### config.mk
export PLATFORM = sky130hd
export DESIGN_NAME = morse_char_sequencer_flat
export DESIGN_NICKNAME = d
export VERILOG_FILES = /design/src/rtl/morse_char_sequencer_pkg.sv /design/src/rtl/morse_char_sequencer_if.sv /design/src/rtl/morse_char_sequencer_accumulator.sv /design/src/rtl/morse_char_sequencer.sv /design/src/flat_wrapper.sv
export SDC_FILE = /design/constraint.sdc
export NUM_CORES = 1
export LEC_CHECK = 0
export ABC_CLOCK_PERIOD_IN_PS = 2500
export BUFFER_PORTS_ARGS = -buffer_cell sky130_fd_sc_hd__buf_4
export CAP_MARGIN = 20
export CORE_ASPECT_RATIO = 0.8
export CORE_MARGIN = 8
export CORE_UTILIZATION = 50
export DETAILED_ROUTE_END_ITERATION = 7
export GPL_ROUTABILITY_DRIVEN = 1
export PLACE_DENSITY = 0.91
export SYNTH_ARGS = -nofsm -noshare
export SYNTH_HDL_FRONTEND = slang
export SYNTH_SLANG_ARGS = --single-unit
export TNS_END_PERCENT = 100
### constraint.sdc
create_clock -name clk -period 2.5 [get_ports clk]
set_clock_uncertainty 0.15 [all_clocks]
set_input_delay 0.625 -clock clk [delete_from_list [all_inputs] [get_ports clk]]
set_output_delay 0.625 -clock clk [all_outputs]
set_load 0.05 [all_outputs]
### src/rtl/morse_char_sequencer_pkg.sv
// morse_char_sequencer_pkg: shared constants and FSM state type for the morse character path
package morse_char_sequencer_pkg;
  localparam int MAX_SYMBOLS = 5;
  localparam logic [7:0] SPACE_ADDR = 8'hE0;
  localparam logic [7:0] ERR_ADDR = 8'hC0;
  typedef enum logic [2:0] {IDLE, LOOKUP, WRITE, SP_LOOKUP, SP_WRITE} seq_state_t;
endpackage

### src/rtl/morse_char_sequencer_if.sv
// morse_char_sequencer_if: ROM lookup and FIFO write bus between sequencer and char datapath
interface morse_char_sequencer_if;
  logic [7:0] rom_addr;
  logic [7:0] rom_data;
  logic fifo_full;
  logic fifo_wr_en;
  logic [7:0] fifo_din;
  modport master(output rom_addr, fifo_wr_en, fifo_din, input rom_data, fifo_full);
  modport slave(input rom_addr, fifo_wr_en, fifo_din, output rom_data, fifo_full);
endinterface

### src/rtl/morse_char_sequencer_accumulator.sv
// morse_char_sequencer_accumulator: symbol shift register, saturating count, sticky overflow, clear on gap
module morse_char_sequencer_accumulator
  import morse_char_sequencer_pkg::*;
(
  input  logic       clk,
  input  logic       reset,
  input  logic       dot,
  input  logic       dash,
  input  logic       clr,
  output logic [4:0] sym_bits,
  output logic [2:0] sym_count,
  output logic [4:0] sym_enable,
  output logic       overflow
);
  logic sym;
  logic [4:0] b0;
  logic [2:0] c0;
  logic o0;
  assign sym = dot ^ dash;
  // a symbol arriving on the clearing cycle starts the next letter
  always_comb begin
    b0 = clr ? 5'd0 : sym_bits;
    c0 = clr ? 3'd0 : sym_count;
    o0 = clr ? 1'b0 : overflow;
  end
  always_ff @(posedge clk) begin
    if (reset) begin
      sym_bits <= '0;
      sym_count <= '0;
      overflow <= 1'b0;
    end else begin
      sym_bits <= sym ? {b0[3:0], dash} : b0;
      sym_count <= (sym && c0 != 3'(MAX_SYMBOLS)) ? c0 + 3'd1 : c0;
      overflow <= o0 | (sym && c0 == 3'(MAX_SYMBOLS));
    end
  end
  assign sym_enable = 5'((6'd1 << sym_count) - 6'd1);
endmodule

### src/rtl/morse_char_sequencer.sv
// morse_char_sequencer: turns symbol/gap pulses into ROM lookups and one FIFO write per character
module morse_char_sequencer
  import morse_char_sequencer_pkg::*;
#(
  parameter int ROM_LATENCY = 1
) (
  input  logic                          clk,
  input  logic                          reset,
  input  logic                          dot,
  input  logic                          dash,
  input  logic                          lg,
  input  logic                          wg,
  morse_char_sequencer_if.master        bus,
  output logic [4:0]                    sym_bits,
  output logic [2:0]                    sym_count,
  output logic [4:0]                    sym_enable,
  output logic                          busy,
  output logic                          overflow,
  output logic [7:0]                    drop_count
);
  localparam logic [1:0] LAT0 = 2'(ROM_LATENCY - 1);
  seq_state_t state;
  logic [7:0] rom_addr;
  logic [1:0] lat;
  logic space_pending;
  logic last_space;
  logic gap;
  logic wr;
  assign gap = lg | wg;
  assign wr = state == WRITE || state == SP_WRITE;
  morse_char_sequencer_accumulator u_acc (
    .clk(clk), .reset(reset), .dot(dot), .dash(dash), .clr(gap && state == IDLE),
    .sym_bits(sym_bits), .sym_count(sym_count), .sym_enable(sym_enable), .overflow(overflow)
  );
  always_ff @(posedge clk) begin
    if (reset) begin
      state <= IDLE;
      rom_addr <= '0;
      lat <= '0;
      space_pending <= 1'b0;
      last_space <= 1'b1;
      drop_count <= '0;
    end else begin
      case (state)
        IDLE: begin
          if (gap && sym_count != 3'd0) begin
            rom_addr <= overflow ? ERR_ADDR : {sym_count, sym_bits};
            lat <= LAT0;
            space_pending <= wg;
            state <= LOOKUP;
          end else if (wg && !last_space) begin
            rom_addr <= SPACE_ADDR;
            lat <= LAT0;
            state <= SP_LOOKUP;
          end
        end
        LOOKUP: begin
          lat <= lat - 2'd1;
          if (lat == 2'd0) state <= WRITE;
        end
        SP_LOOKUP: begin
          lat <= lat - 2'd1;
          if (lat == 2'd0) state <= SP_WRITE;
        end
        WRITE: begin
          if (bus.fifo_full && drop_count != 8'hFF) drop_count <= drop_count + 8'd1;
          last_space <= 1'b0;
          if (space_pending) begin
            rom_addr <= SPACE_ADDR;
            lat <= LAT0;
            state <= SP_LOOKUP;
          end else state <= IDLE;
        end
        SP_WRITE: begin
          if (bus.fifo_full && drop_count != 8'hFF) drop_count <= drop_count + 8'd1;
          last_space <= 1'b1;
          space_pending <= 1'b0;
          state <= IDLE;
        end
        default: state <= IDLE;
      endcase
    end
  end
  assign busy = state != IDLE;
  assign bus.rom_addr = rom_addr;
  assign bus.fifo_wr_en = wr & ~bus.fifo_full;
  assign bus.fifo_din = bus.fifo_wr_en ? bus.rom_data : 8'd0;
endmodule

### src/flat_wrapper.sv
// flat-port wrapper written by rule: the top's interface ports become plain ports
module morse_char_sequencer_flat import morse_char_sequencer_pkg::*;
#(
  parameter int ROM_LATENCY = 1
)
  (clk, reset, dot, dash, lg, wg, sym_bits, sym_count, sym_enable, busy, overflow, drop_count, bus_rom_addr, bus_fifo_wr_en, bus_fifo_din, bus_rom_data, bus_fifo_full);
  morse_char_sequencer_if bus_i ();
  input  logic clk;
  input  logic reset;
  input  logic dot;
  input  logic dash;
  input  logic lg;
  input  logic wg;
  output logic [4:0] sym_bits;
  output logic [2:0] sym_count;
  output logic [4:0] sym_enable;
  output logic busy;
  output logic overflow;
  output logic [7:0] drop_count;
  output wire logic [$bits(bus_i.rom_addr)-1:0] bus_rom_addr;
  output wire logic [$bits(bus_i.fifo_wr_en)-1:0] bus_fifo_wr_en;
  output wire logic [$bits(bus_i.fifo_din)-1:0] bus_fifo_din;
  input wire logic [$bits(bus_i.rom_data)-1:0] bus_rom_data;
  input wire logic [$bits(bus_i.fifo_full)-1:0] bus_fifo_full;
  assign bus_rom_addr = bus_i.rom_addr;
  assign bus_fifo_wr_en = bus_i.fifo_wr_en;
  assign bus_fifo_din = bus_i.fifo_din;
  assign bus_i.rom_data = bus_rom_data;
  assign bus_i.fifo_full = bus_fifo_full;
  morse_char_sequencer #(.ROM_LATENCY(ROM_LATENCY)) u_core (.clk(clk), .reset(reset), .dot(dot), .dash(dash), .lg(lg), .wg(wg), .bus(bus_i), .sym_bits(sym_bits), .sym_count(sym_count), .sym_enable(sym_enable), .busy(busy), .overflow(overflow), .drop_count(drop_count));
endmodule
==> impl_metrics.json <==
{
  "status": "finished clean",
  "syn_area_per_cell_um2": 8.18,
  "cts_tree": "done",
  "synth.distinct_cells": 38,
  "first_pass_iters": 4,
  "instances_no_fill": 306,
  "tightest_slew_ns": 0.542,
  "ir_drop_uv": 614,
  "hold_class": "reg2reg",
  "start_util": 0.532,
  "crit_buf_inv": 1,
  "synth_edf_count": 0,
  "final-setup-viol-count": 0,
  "dr_total_vias": 1754,
  "yosysSeqAreaShare": 0.382,
  "diodes": 0,
  "dieArea_um2": 5480,
  "hold_end": "u_core.bus.rom_addr[2]$_SDFFE_PP0P_",
  "gp_congestion": 0.835,
  "io_pins": 55,
  "slowest_delay_ns": 0.40,
  "fmax_ghz": 0.406,
  "mostFrequentLayoutCells": "buf_4, dfxtp_1, a21oi_1",
  "end_kind": "output pin",
  "cp_max_fo": 4,
  "grt.overflow.total": 0,
  "synth-seq-cells": 32,
  "routedWlPerCell_um": 16.0,
  "grt_max_degree": 27,
  "rrSetupSlack_ns": 0.37,
  "grt_pass1_wl_um": 7730,
  "cts_max_path_buffers": 2,
  "rr_worst_depth": 8,
  "cp.required_ns": 1.73,
  "grtUsageTotal": 0.177,
  "clk_latency_ns": 0.29,
  "worstPathCellList": "or3_4 > ha_4 > nor3_4 > a21oi_2 > o21ai_4 > buf_8",
  "postRouteAntennaNets": 0,
  "core_um2": 3150,
  "power.density_nw_per_um2": 1000,
  "worst_setup_path_start_kind": "flip-flop",
  "cp.arrival_ns": 1.69,
  "layout_commonest_cell": "buf_4",
  "cpMaxStageDelayCell": "or3_4",
  "timing.rr.start": "u_core.state[2]$_SDFFE_PP0P_",
  "drc": 0,
  "numCtsBuffers": 5,
  "grt_pass1_vias": 1647,
  "layout-drive-gt1-share": 0.338,
  "die_h_um": 67.8,
  "final-hold-violation-count": 0,
  "yosys_most_used_dff": "dfxtp_1",
  "p_leak_nw": 0.994,
  "finalCritPeriodShare": 0.985,
  "cts_hold_buf": 0,
  "nets": 284,
  "antenna_found_initial": 0,
  "maxSlewViolCount": 0,
  "synthesis.area_um2": 1680,
  "num_rows": 18,
  "drtIter0Drc": 147,
  "vias_per_cell": 5.73,
  "port_buffers": 54,
  "holdPathStages": 2,
  "slew_headroom": 0.637,
  "dpl.cell_count": 295,
  "maxCapViolCount": 0,
  "async_reset_ff_frac": 0,
  "clock-root-buffer": "clkbuf_8",
  "netlist_instances": 205,
  "syn-num-nets": 224,
  "fin_crit_ns": 2.46,
  "clock_sinks": 32,
  "htree_levels": 2,
  "critPathKind": "reg2out",
  "syn2layout_area_growth_pct": 40.7,
  "yosysWarnings": 0,
  "cp_top_family": "simple AND/OR/NAND/NOR gates",
  "hold_start": "u_core.bus.rom_addr[2]$_SDFFE_PP0P_",
  "wirelength_um": 4880,
  "setup_tns_ns": 0,
  "clk_pin_slew_worst_paths_ns": 0.07,
  "die_x_um": 80.8,
  "hpwl_um": 3400,
  "r2r-end": "u_core.u_acc.sym_count[0]$_SDFF_PP0_"
}
## state kept, by name, summed over array words and instances (netlist names)
| name | count |
|---|---|
| u_core.u_acc.sym_bits | 5 |
| u_core.drop_count | 8 |
| u_core.space_pending | 1 |
| u_core.state | 3 |
| u_core.u_acc.sym_count | 3 |
| u_core.lat | 2 |
| u_core.bus.rom_addr | 8 |
| u_core.last_space | 1 |
| u_core.u_acc.overflow | 1 |
## layout make-up
type | count | area (um2)
inverter | 9 | 33.8
tap | 40 | 50.0
timing repair buffer | 67 | 523
multi-input combinational | 150 | 997
clock inverter | 3 | 42.5
sequential | 32 | 646
clock buffer | 5 | 68.8
fill | 245 | 792
## metal layers
metal / global-route usage / part of all wire / vias up
li1: - / - / 846
met2: 0.279 / 0.48 / 76
met4: 0.0644 / 0.015 / 0
met3: 0.0537 / 0.079 / 11
met5: 0 / 0 / -
met1: 0.225 / 0.43 / 821
## metrics by stage
step / total power, mW / utilization / hold WS (ns) / cell area (um2) / setup WS (ns)
after floorplan: 1.49 / - / 0.320 / 1720 / -0.165
after global placement: 1.78 / 0.690 / 0.321 / 2170 / 0.191
after detailed placement: 1.80 / 0.690 / 0.321 / 2170 / 0.159
after CTS: 2.34 / 0.744 / 0.340 / 2350 / -0.0110
after global routing: 2.49 / 0.749 / 0.357 / 2360 / -0.00814
final: 2.36 / 0.749 / 0.338 / 2360 / 0.0365
## cell families (layout without fill, tap and decap cells)
family | Yosys count | in the layout | synth area share
flops | 32 | 32 | 0.382
simple gates | 79 | 79 | 0.252
mux | 7 | 7 | 0.0418
xor+xnor | 4 | 4 | 0.0209
compound gates | 56 | 56 | 0.211
buf+inv | 23 | 84 | 0.0626
fa+ha+maj | 4 | 4 | 0.0298
## synthesized netlist by cell type, types with 6 or more instances
library cell	instances	area [um2]
nor3_1	6	30.0
nand2b_1	7	43.8
dfxtp_1	32	641
and2_1	9	56.3
nand3_1	8	40.0
inv_1	9	33.8
o21ai_0	12	60.1
nor2_1	20	75.1
buf_2	6	30.0
nand2_1	9	33.8
a21oi_1	25	125
nand4_1	6	37.5
mux2i_1	7	70.1
## worst max-delay path by stage
stage / depth (start not counted) / from / end / slack (ns)
6_report: 6 / u_core.u_acc.sym_count[1]$_SDFF_PP0_ / sym_enable[4] / 0.04
5_1_grt: 8 / u_core.u_acc.sym_count[1]$_SDFF_PP0_ / sym_enable[4] / -0.008
4_1_cts: 6 / u_core.u_acc.sym_count[2]$_SDFF_PP0_ / sym_enable[4] / -0.01
3_3_place_gp: 6 / u_core.u_acc.sym_count[2]$_SDFF_PP0_ / sym_enable[4] / 0.19
3_5_place_dp: 6 / u_core.u_acc.sym_count[2]$_SDFF_PP0_ / sym_enable[4] / 0.16
2_1_floorplan: 6 / u_core.u_acc.sym_count[1]$_SDFF_PP0_ / sym_enable[4] / -0.16
## where the power goes
group | switching, mW | internal, mW
Clock | 0.202 | 0.295
Combinational | 0.799 | 0.432
Sequential | 0.0519 | 0.583
Total | 1.05 | 1.31
## what timing repair did
item	CTS	global route
endpoints found under the hold margin	0	0
pin swaps	2	3
setup buffers	3	0
setup endpoints to repair	1	2
gates resized for setup	5	3
## worst register-to-register path: stages, from the launching register on
cell	delay, ns
dfxtp_1	0.33
or3_1	0.41
or2_2	0.33
nand2_1	0.08
ha_1	0.22
nand2_1	0.09
a2bb2oi_1	0.20
nand2_1	0.09
a21oi_1	0.16
Note: power is estimated with default switching activity, not from simulation.
